**config.mk**
```make
export PLATFORM = sky130hd
export DESIGN_NAME = axis_rr_merge
export DESIGN_NICKNAME = d
export VERILOG_FILES = /design/src/rtl/axis_rr_merge.sv
export SDC_FILE = /design/constraint.sdc
export NUM_CORES = 1
export LEC_CHECK = 0
export BUFFER_PORTS_ARGS = -buffer_cell sky130_fd_sc_hd__buf_2
export CAP_MARGIN = 20
export CELL_PAD_IN_SITES_DETAIL_PLACEMENT = 0
export CELL_PAD_IN_SITES_GLOBAL_PLACEMENT = 1
export CORE_ASPECT_RATIO = 0.9
export CORE_MARGIN = 2
export CORE_UTILIZATION = 40
export CTS_BUF_LIST = sky130_fd_sc_hd__clkbuf_8
export CTS_CLUSTER_DIAMETER = 30
export DETAILED_ROUTE_END_ITERATION = 10
export GPL_ROUTABILITY_DRIVEN = 0
export PLACE_DENSITY_LB_ADDON = 0.1
export SETUP_SLACK_MARGIN = 0.05
export SLEW_MARGIN = 20
export SYNTH_ARGS = -nofsm -noshare
export SYNTH_HDL_FRONTEND = slang
export SYNTH_SLANG_ARGS = --single-unit
```
**constraint.sdc**
```tcl
create_clock -name a_clk -period 3.9 [get_ports a_clk]
set_clock_uncertainty 0.05 [all_clocks]
set_input_delay 0.195 -clock a_clk [delete_from_list [all_inputs] [get_ports a_clk]]
set_output_delay 0.195 -clock a_clk [all_outputs]
set_load 0.03 [all_outputs]
```
**src/rtl/axis_rr_merge.sv**
```systemverilog
// ---------------------------------------------------------------------------
// axis_rr_merge
//   Round-robin merge of two AXI-Stream sources (A, B) into one output stream.
//   A grant lasts up to MAX_BURST beats. After that, the grant passes to the
//   other source if it is requesting. When both sources request from IDLE,
//   the source that was not served last wins. The output is a single
//   registered slot. Narrower source data is placed in the MSBs of the
//   output word, and the LSBs are zero-filled.
//
// Ports
//   a_clk, a_reset         : clock, synchronous active-high reset
//   enable                 : permits grants; low forces IDLE and drops tready
//   S_AXIS_A_* / S_AXIS_B_*: source streams (tdata, tvalid, tready)
//   M_AXIS_*               : merged stream (tdata, tvalid, tready)
//   M_AXIS_tuser           : source of current output beat (0 = A, 1 = B)
//   monitor                : {beats_b[15:0], beats_a[15:0]} transfer counters
//
// MAXIS_TDATA_WIDTH must be >= SAXIS_TDATA_WIDTH; MAX_BURST in 1..255.
// ---------------------------------------------------------------------------
module axis_rr_merge #(
    parameter int SAXIS_TDATA_WIDTH = 32,
    parameter int MAXIS_TDATA_WIDTH = 32,
    parameter int MAX_BURST         = 4
) (
    input  logic                         a_clk,
    input  logic                         a_reset,
    input  logic                         enable,
    input  logic [SAXIS_TDATA_WIDTH-1:0] S_AXIS_A_tdata,
    input  logic                         S_AXIS_A_tvalid,
    output logic                         S_AXIS_A_tready,
    input  logic [SAXIS_TDATA_WIDTH-1:0] S_AXIS_B_tdata,
    input  logic                         S_AXIS_B_tvalid,
    output logic                         S_AXIS_B_tready,
    output logic [MAXIS_TDATA_WIDTH-1:0] M_AXIS_tdata,
    output logic                         M_AXIS_tvalid,
    input  logic                         M_AXIS_tready,
    output logic                         M_AXIS_tuser,
    output logic [31:0]                  monitor
);

    localparam int PAD = MAXIS_TDATA_WIDTH - SAXIS_TDATA_WIDTH;

    typedef enum logic [1:0] {
        IDLE    = 2'd0,
        GRANT_A = 2'd1,
        GRANT_B = 2'd2
    } state_t;

    state_t                         r_state;
    logic                           r_last_b;      // last_served: 0 = A, 1 = B
    logic [7:0]                     r_burst_cnt;
    logic                           r_m_tvalid;
    logic                           r_m_tuser;
    logic [MAXIS_TDATA_WIDTH-1:0]   r_m_tdata;
    logic [15:0]                    r_beats_a;
    logic [15:0]                    r_beats_b;

    logic                           w_slot_free;
    logic                           w_a_ready;
    logic                           w_b_ready;
    logic                           w_a_xfer;
    logic                           w_b_xfer;
    logic [7:0]                     w_cnt_inc;
    logic                           w_burst_done;
    logic [MAXIS_TDATA_WIDTH-1:0]   w_a_ext;
    logic [MAXIS_TDATA_WIDTH-1:0]   w_b_ext;

    assign w_slot_free = !r_m_tvalid || M_AXIS_tready;

    // Reset is folded into tready so no source beat is accepted in the reset cycle.
    assign w_a_ready = (r_state == GRANT_A) && enable && w_slot_free && !a_reset;
    assign w_b_ready = (r_state == GRANT_B) && enable && w_slot_free && !a_reset;

    assign w_a_xfer = S_AXIS_A_tvalid && w_a_ready;
    assign w_b_xfer = S_AXIS_B_tvalid && w_b_ready;

    assign w_cnt_inc    = r_burst_cnt + 8'd1;
    assign w_burst_done = (w_cnt_inc == 8'(MAX_BURST));

    // Source data goes to the MSBs; the shift zero-fills the LSBs.
    assign w_a_ext = MAXIS_TDATA_WIDTH'(S_AXIS_A_tdata) << PAD;
    assign w_b_ext = MAXIS_TDATA_WIDTH'(S_AXIS_B_tdata) << PAD;

    always_ff @(posedge a_clk) begin
        if (a_reset) begin
            r_state     <= IDLE;
            r_last_b    <= 1'b1;
            r_burst_cnt <= '0;
            r_m_tvalid  <= 1'b0;
            r_m_tuser   <= 1'b0;
            r_m_tdata   <= '0;
            r_beats_a   <= '0;
            r_beats_b   <= '0;
        end else begin
            // Output slot: load on a transfer, otherwise drain when accepted.
            if (w_a_xfer) begin
                r_m_tdata  <= w_a_ext;
                r_m_tuser  <= 1'b0;
                r_m_tvalid <= 1'b1;
            end else if (w_b_xfer) begin
                r_m_tdata  <= w_b_ext;
                r_m_tuser  <= 1'b1;
                r_m_tvalid <= 1'b1;
            end else if (M_AXIS_tready) begin
                r_m_tvalid <= 1'b0;
            end

            if (w_a_xfer) r_beats_a <= r_beats_a + 16'd1;
            if (w_b_xfer) r_beats_b <= r_beats_b + 16'd1;

            if (!enable) begin
                r_state <= IDLE;
            end else begin
                case (r_state)
                    IDLE: begin
                        if (S_AXIS_A_tvalid && (!S_AXIS_B_tvalid || r_last_b)) begin
                            r_state     <= GRANT_A;
                            r_burst_cnt <= '0;
                        end else if (S_AXIS_B_tvalid) begin
                            r_state     <= GRANT_B;
                            r_burst_cnt <= '0;
                        end
                    end
                    GRANT_A: begin
                        if (w_a_xfer) begin
                            r_last_b <= 1'b0;
                            if (w_burst_done) begin
                                r_burst_cnt <= '0;
                                if (S_AXIS_B_tvalid) r_state <= GRANT_B;
                            end else begin
                                r_burst_cnt <= w_cnt_inc;
                            end
                        end else if (!S_AXIS_A_tvalid) begin
                            r_burst_cnt <= '0;
                            r_state     <= S_AXIS_B_tvalid ? GRANT_B : IDLE;
                        end
                        // tvalid high but slot busy: hold state and counter.
                    end
                    GRANT_B: begin
                        if (w_b_xfer) begin
                            r_last_b <= 1'b1;
                            if (w_burst_done) begin
                                r_burst_cnt <= '0;
                                if (S_AXIS_A_tvalid) r_state <= GRANT_A;
                            end else begin
                                r_burst_cnt <= w_cnt_inc;
                            end
                        end else if (!S_AXIS_B_tvalid) begin
                            r_burst_cnt <= '0;
                            r_state     <= S_AXIS_A_tvalid ? GRANT_A : IDLE;
                        end
                    end
                    default: r_state <= IDLE;
                endcase
            end
        end
    end

    assign S_AXIS_A_tready = w_a_ready;
    assign S_AXIS_B_tready = w_b_ready;
    assign M_AXIS_tdata    = r_m_tdata;
    assign M_AXIS_tvalid   = r_m_tvalid;
    assign M_AXIS_tuser    = r_m_tuser;
    assign monitor         = {r_beats_b, r_beats_a};

endmodule

```
==> run summary, run 1 <==
clk root buf - clkbuf_8
standard-cell rows - 33
Setup-failing EPs final - 0
antenna violations before repair - 1
CTS tree - built
Starting Density - 0.413
fmax - 396 MHz
Final Power - 1.71 mW
Worst Hold Class - input port to flop
commonest non-fill, non-tap cells in the layout - 137 x buf_2, 77 x dfxtp_1, 49 x nor2_1
number of enable flip-flop cells after synthesis - 0
GR Overflow Total - 0
clk_lat worst skew - 340 ps
top-area cell type share of the netlist area - 0.407
Yosys warning total - 0
vias per cell - 5.48
Avg WL per Cell - 15.2 microns
initial drt markers - 208
first-pass GRT wire length - 16500 microns
leading cell type in the layout, fill and taps excluded - buf_2
sequential share of power - 0.468
die area - 0.0103 sq mm
via count - 3664
final core occ - 0.526
Finished Layout Cells - 669
WL final - 10200 microns
clock buffer depth - 2
Worst Path Required - 4090 ps
Post-DRT Antenna Nets - 0
Avg Cell Area, Syn - 9.04 sq um
PortBufs - 137
Top FF cell, synth - dfxtp_1
Int Pwr - 1.35 mW
minimum clock period - 2520 ps
Yosys reg bits - 77
Post-DP HPWL - 7220 microns
post-cts resize count - 0
Area Overhead vs Synth - 27.2%
maximum vdd drop - 0.163 mV
unrepaired setup endpoints after global routing - no
share of layout cells above drive strength 1 - 0.311
die height - 96.3 microns
syn nets - 496
clock share of power - 0.458
Max Slew Vio Count - 0
Buf/Inv on CP - 2
placed cell count - 654
Yosys cell types - 51
Logic pwr share - 0.074
H-tree level count - 3
Post-Syn Instances - 419
crit path max fanout - 27
largest net degree at the start of global routing - 51
Num Clock Sinks - 77
Crit. End Element - flop
CP top delay family - simple AND/OR/NAND/NOR gates
CTS Buf Count - 9
Crit-path slowest cell - and3_2
Net Switching - 361 uW
Residual DRC - 0
core area - 0.00917 sq mm
Leakage - 2.02 nW
Pwr Density - 355 mW/mm^2
clk slew on worst S/H paths - 80 ps
ant diodes - 0
final setup TNS - 0 ps
Relative slew margins - 0.485
Die Span X - 107 microns
area leader, netlist - dfxtp_1
gr usage total - 0.201
worst-margin pin slew - 770 ps
DR pass1 iterations - 4
post-CTS setup buffer count - 0
hold slack - 77.4 ps
MaxCap Viol Count - 0
synthesized area - 0.00379 sq mm
critical path arrival - 2720 ps
switch share - 0.211
# IOs - 138
share of synthesized registers carrying an async set or reset - 0
vias in the first global route - 3374
register area share after synthesis - 0.407
Nets - 620
WS Path Type - flop to flop
CTS Hold Bufs - 0
Final period util - 0.647
status - finished clean
CP Launch Type - flop
worst-path cell chain - inv_1 -> ha_1 -> and2_1 -> and3_2 -> buf_4 -> mux2i_1 -> a211oi_1
synth top area cells - dfxtp_1 41%, mux2i_1 9.0%, a211oi_1 6.3%
slowest stage delay, CP - 550 ps
Hold Fails Final Rpt - 0
-- state kept, by name, indices dropped and copies added (netlist names) --
| register | count |
|---|---|
| M_AXIS_tdata | 32 |
| M_AXIS_tuser | 1 |
| r_beats_b | 16 |
| r_burst_cnt | 8 |
| r_state | 2 |
| r_beats_a | 16 |
| M_AXIS_tvalid | 1 |
| r_last_b | 1 |
-- path summary, 6_finish.rpt --
check | start | end | slack (ps) | cells past startpoint
setup reg to reg | r_state[0] | M_AXIS_tdata[12] | 1380 | 7
setup / recovery | r_state[0] | M_AXIS_tdata[12] | 1380 | 7
hold reg to reg | r_beats_a[15] | r_beats_a[15] | 430 | 2
hold / removal | S_AXIS_A_tdata[0] | M_AXIS_tdata[0] | 80 | 3
-- tightest hold or removal path, cell delays in order --
cell      delay [ps]
buf_2            100
nor2_1            90
a211oi_1          50
-- metal layers --
metal	track usage	vias to the layer above	wire length (microns)
met1	0.256	1698	4610
li1	-	1841	-
met5	0	-	0
met2	0.325	123	4730
met3	0.0745	2	785
met4	0.0498	0	44
-- power by group through the flow --
| stage | Sequential, mW | Combinational (mW) | Clock [mW] |
|---|---|---|---|
| final | 0.800 | 0.126 | 0.783 |
| after global routing | 0.801 | 0.139 | 0.837 |
| after CTS | 0.800 | 0.127 | 0.810 |
| after detailed placement | 0.818 | 0.127 | 0 |
| after global placement | 0.818 | 0.125 | 0 |
| after floorplan | 0.832 | 0.0545 | 0 |
-- metrics by stage --
| step | cell area, sq um | worst slack [ps] |
|---|---|---|
| after floorplan | 3790 | 1820 |
| after global placement | 4540 | 1430 |
| after detailed placement | 4560 | 1360 |
| after CTS | 4820 | 1340 |
| after global routing | 4820 | 1180 |
| final | 4820 | 1380 |
-- kinds of logic (layout without fill, tap and decap cells) --
| group | count (synthesis) | in the layout | share of synthesized area |
|---|---|---|---|
| xor+xnor | 10 | 10 | 0.0231 |
| compound gates | 109 | 109 | 0.210 |
| simple gates | 145 | 145 | 0.204 |
| buf+inv | 35 | 163 | 0.0373 |
| flops | 77 | 77 | 0.407 |
| mux | 36 | 36 | 0.0958 |
| fa+ha+maj | 7 | 7 | 0.0231 |
-- cells in the mapped netlist, types with 2 or more instances --
| library cell | instances |
|---|---|
| o2bb2ai_1 | 2 |
| or3_1 | 2 |
| ha_1 | 7 |
| nand4_1 | 13 |
| o21ai_0 | 9 |
| nand2b_1 | 4 |
| a211oi_1 | 32 |
| nor2_1 | 49 |
| nor3_1 | 6 |
| buf_2 | 8 |
| o31ai_1 | 11 |
| nand2_1 | 17 |
| a21oi_1 | 18 |
| xnor2_1 | 5 |
| or2_2 | 5 |
| nor2b_1 | 6 |
| clkbuf_1 | 17 |
| or4_1 | 8 |
| xor2_1 | 5 |
| o41ai_1 | 8 |
| o311ai_0 | 9 |
| mux2i_1 | 34 |
| nor4_1 | 6 |
| and4_1 | 3 |
| nand3_1 | 10 |
| o211ai_1 | 4 |
| o21a_1 | 2 |
| o221a_2 | 2 |
| mux2_2 | 2 |
| and3_1 | 3 |
| dfxtp_1 | 77 |
| and2_1 | 6 |
| inv_1 | 7 |
| buf_1 | 3 |
| a21o_1 | 2 |
| o31a_1 | 2 |
-- area by class of cell --
cell class / instances / area (sq um)
clock buffers: 10 / 138
clock inverters: 5 / 124
fillers: 911 / 4350
inverters: 7 / 26.3
multi-input cells: 307 / 2110
flip-flops and latches: 77 / 1540
well taps: 122 / 153
repair buffers: 141 / 728
Note: power is estimated with default switching activity, not from simulation.
==> inputs of run 2 (changes only) <==
--- a/config.mk
+++ b/config.mk
@@ -11,7 +11,7 @@
 export CELL_PAD_IN_SITES_GLOBAL_PLACEMENT = 1
 export CORE_ASPECT_RATIO = 0.9
 export CORE_MARGIN = 2
-export CORE_UTILIZATION = 40
+export CORE_UTILIZATION = 37
 export CTS_BUF_LIST = sky130_fd_sc_hd__clkbuf_8
 export CTS_CLUSTER_DIAMETER = 30
 export DETAILED_ROUTE_END_ITERATION = 10
==> constraint.sdc (replaced) <==
create_clock -name a_clk -period 2.42 [get_ports a_clk]
set_clock_uncertainty 0.05 [all_clocks]
set_input_delay 0.121 -clock a_clk [delete_from_list [all_inputs] [get_ports a_clk]]
set_output_delay 0.121 -clock a_clk [all_outputs]
set_load 0.03 [all_outputs]
==> run 2 against run 1 <==
Sequential share of layout area shrank 1.5 points. Maximum frequency grew 14%. Highest routed layer unchanged. Largest power group unchanged. Combinational power grew 82%. First-iteration DRC count grew 7.7%. Utilization shrank 2.6 points. Power grew 51%. Global-route usage shrank 1.9 points. Largest cell class unchanged. Count of clock-buffer cells in the layout shrank 1. Critical path depth shrank 1. Critical endpoint is now r_beats_a[10]. Via count grew 2.3%.
==> run summary, run 2 (same netlist as run 1, synthesis figures left out) <==
commonest non-fill, non-tap cells in the layout - 137 x buf_2, 77 x dfxtp_1, 49 x nor2_1 (unchanged)
die height - 100 microns (was 96.3 microns)
Pwr Density - 512 mW/mm^2 (was 355 mW/mm^2)
multi-input logic area - 0.00211 sq mm (about the same)
minimum clock period - 2210 ps (was 2520 ps)
Hold Fails Final Rpt - 0 (unchanged)
H-tree level count - 3 (unchanged)
# IOs - 138 (unchanged)
# fillers - 967 (was 911)
DR pass1 iterations - 4 (unchanged)
fmax - 452 MHz (was 396 MHz)
Starting Density - 0.375 (was 0.413)
clk root buf - clkbuf_8 (unchanged)
crit path max fanout - 9 (was 27)
first-pass GRT wire length - 16900 microns (was 16500 microns)
Int Pwr - 1.96 mW (was 1.35 mW)
Worst Path Required - 2650 ps (was 4090 ps)
WS Path Type - flop to flop (unchanged)
die area - 0.0111 sq mm (was 0.0103 sq mm)
Residual DRC - 0 (unchanged)
clock buffer depth - 2 (unchanged)
CTS Buf Count - 9 (unchanged)
GR Overflow Total - 0 (unchanged)
leading cell type in the layout, fill and taps excluded - buf_2 (unchanged)
Final period util - 0.914 (was 0.647)
placed cell areas - 0.00462 sq mm (was 0.00456 sq mm)
switch share - 0.242 (was 0.211)
clock share of power - 0.414 (was 0.458)
WL final - 10300 microns (was 10200 microns)
maximum vdd drop - 0.267 mV (was 0.163 mV)
r2r worst-path depth - 6 (was 7)
core area - 0.0101 sq mm (was 0.00917 sq mm)
MaxCap Viol Count - 0 (unchanged)
Logic pwr share - 0.088 (was 0.074)
largest net degree at the start of global routing - 68 (was 51)
Relative slew margins - 0.582 (was 0.485)
Crit. End Element - flop (unchanged)
Area Overhead vs Synth - 33.4% (was 27.2%)
final setup TNS - 0 ps (unchanged)
met3 Use GR - 0.0574 (was 0.0745)
Leakage - 2.12 nW (was 2.02 nW)
status - finished clean (unchanged)
worst-path cell chain - inv_1 -> ha_1 -> nand4b_4 -> or4b_4 -> or4_1 -> a21oi_1 (was inv_1 -> ha_1 -> and2_1 -> and3_2 -> buf_4 -> mux2i_1 -> a211oi_1)
unrepaired setup endpoints after global routing - no (unchanged)
CP startpoint - r_state[1] (was r_state[0])
Avg WL per Cell - 14.6 microns (was 15.2 microns)
PortBufs - 137 (unchanged)
Setup-failing EPs final - 0 (unchanged)
met2 Use GR - 0.302 (was 0.325)
Critical Path End - r_beats_a[10] (was M_AXIS_tdata[12])
sequential share of power - 0.498 (was 0.468)
hold slack - 9.93 ps (was 77.4 ps)
Post-DRT Antenna Nets - 0 (unchanged)
antenna violations before repair - 0 (was 1)
dpl ws - 136 ps (was 1360 ps)
Final WS setup - 208 ps (was 1380 ps)
Post-DP HPWL - 7050 microns (was 7220 microns)
CP Launch Type - flop (unchanged)
r2r endpoint - r_beats_a[10] (was M_AXIS_tdata[12])
Most Crowded Layer GR - met2 (unchanged)
Worst Hold Class - input port to flop (unchanged)
Die Span X - 111 microns (was 107 microns)
Nets - 648 (was 620)
ant diodes - 0 (unchanged)
critical path arrival - 2440 ps (was 2720 ps)
standard-cell rows - 35 (was 33)
Num Clock Sinks - 77 (unchanged)
share of layout cells above drive strength 1 - 0.318 (was 0.311)
vias in the first global route - 3632 (was 3374)
Reg2Reg Launch Point - r_state[1] (was r_state[0])
r2r setup slk - 210 ps (was 1380 ps)
final instance area - 0.00505 sq mm (was 0.00482 sq mm)
Max Slew Vio Count - 0 (unchanged)
met1 Resource Use GR - 0.230 (was 0.256)
initial drt markers - 224 (was 208)
CTS tree - built (unchanged)
slowest stage delay, CP - 600 ps (was 550 ps)
Crit-path slowest cell - or4b_4 (was and3_2)
gr usage total - 0.182 (was 0.201)
via count - 3748 (was 3664)
vias per cell - 5.32 (was 5.48)
worst-margin pin slew - 628 ps (was 770 ps)
max reg flops - 32 (unchanged)
clk slew on worst S/H paths - 80 ps (about the same)
clk_lat worst skew - 340 ps (about the same)
FF/Latch Area - 0.00154 sq mm (unchanged)
Net Switching - 627 uW (was 361 uW)
[run 2: per-layer routing]
metal  up-vias  routed length (microns)
met4         0                      136
met1      1721                     4760
met2       124                     4650
met3        11                      710
li1       1892                        -
met5         -                        0
[run 2: what timing repair did]
item	4_1_cts	5_1_grt
hold buffers	18	0
buffers inserted	0	4
endpoints found under the hold margin	18	0
setup endpoints to repair	0	7
resized for setup	0	1
[run 2: worst min path at each step]
| stage | from | end | slack [ps] | cells after the start |
|---|---|---|---|---|
| finish | S_AXIS_A_tdata[30] | M_AXIS_tdata[30] | 10 | 3 |
| floorplan | S_AXIS_A_tdata[0] | M_AXIS_tdata[0] | 250 | 2 |
| detailed placement | S_AXIS_A_tdata[23] | M_AXIS_tdata[23] | 370 | 3 |
| global placement | S_AXIS_A_tdata[11] | M_AXIS_tdata[11] | 360 | 3 |
| CTS | S_AXIS_A_tdata[5] | M_AXIS_tdata[5] | 0.3 | 3 |
| global route | S_AXIS_A_tdata[30] | M_AXIS_tdata[30] | 2 | 3 |
[run 2: layout make-up]
class                   instances  share of cell area
multi-input cells             307               0.418
flip-flops and latches         77               0.305
repair buffers                169               0.197
well taps                     129              0.0319
clock buffers                   9              0.0245
clock inverters                 7              0.0178
inverters                       7             0.00520
[run 2: power by group through the flow]
stage / sequential [mW] / combinational [mW] / clock, mW
floorplan: 1.34 / 0.0878 / 0
global placement: 1.32 / 0.204 / 0
detailed placement: 1.32 / 0.206 / 0
CTS: 1.29 / 0.229 / 1.11
global route: 1.29 / 0.250 / 1.15
finish: 1.29 / 0.229 / 1.07
[run 2: critical path: cells and delay by family (launching register included)]
kind,cells,cell delay [ps]
and+or+nand+nor,3,1210
DFF,1,350
adders and majority gates,1,300
AOI/OAI and AO/OA,1,150
buffers and inverters,1,90
[run 2: metrics by stage]
| step | power, mW | std cells | util |
|---|---|---|---|
| 6_report | 2.59 | 705 | 0.499 |
| 5_1_grt | 2.69 | 705 | 0.499 |
| 4_1_cts | 2.63 | 701 | 0.496 |
| 3_5_place_dp | 1.52 | 667 | 0.457 |
| 3_3_place_gp | 1.52 | 667 | 0.457 |
| 2_1_floorplan | 1.43 | 419 | - |
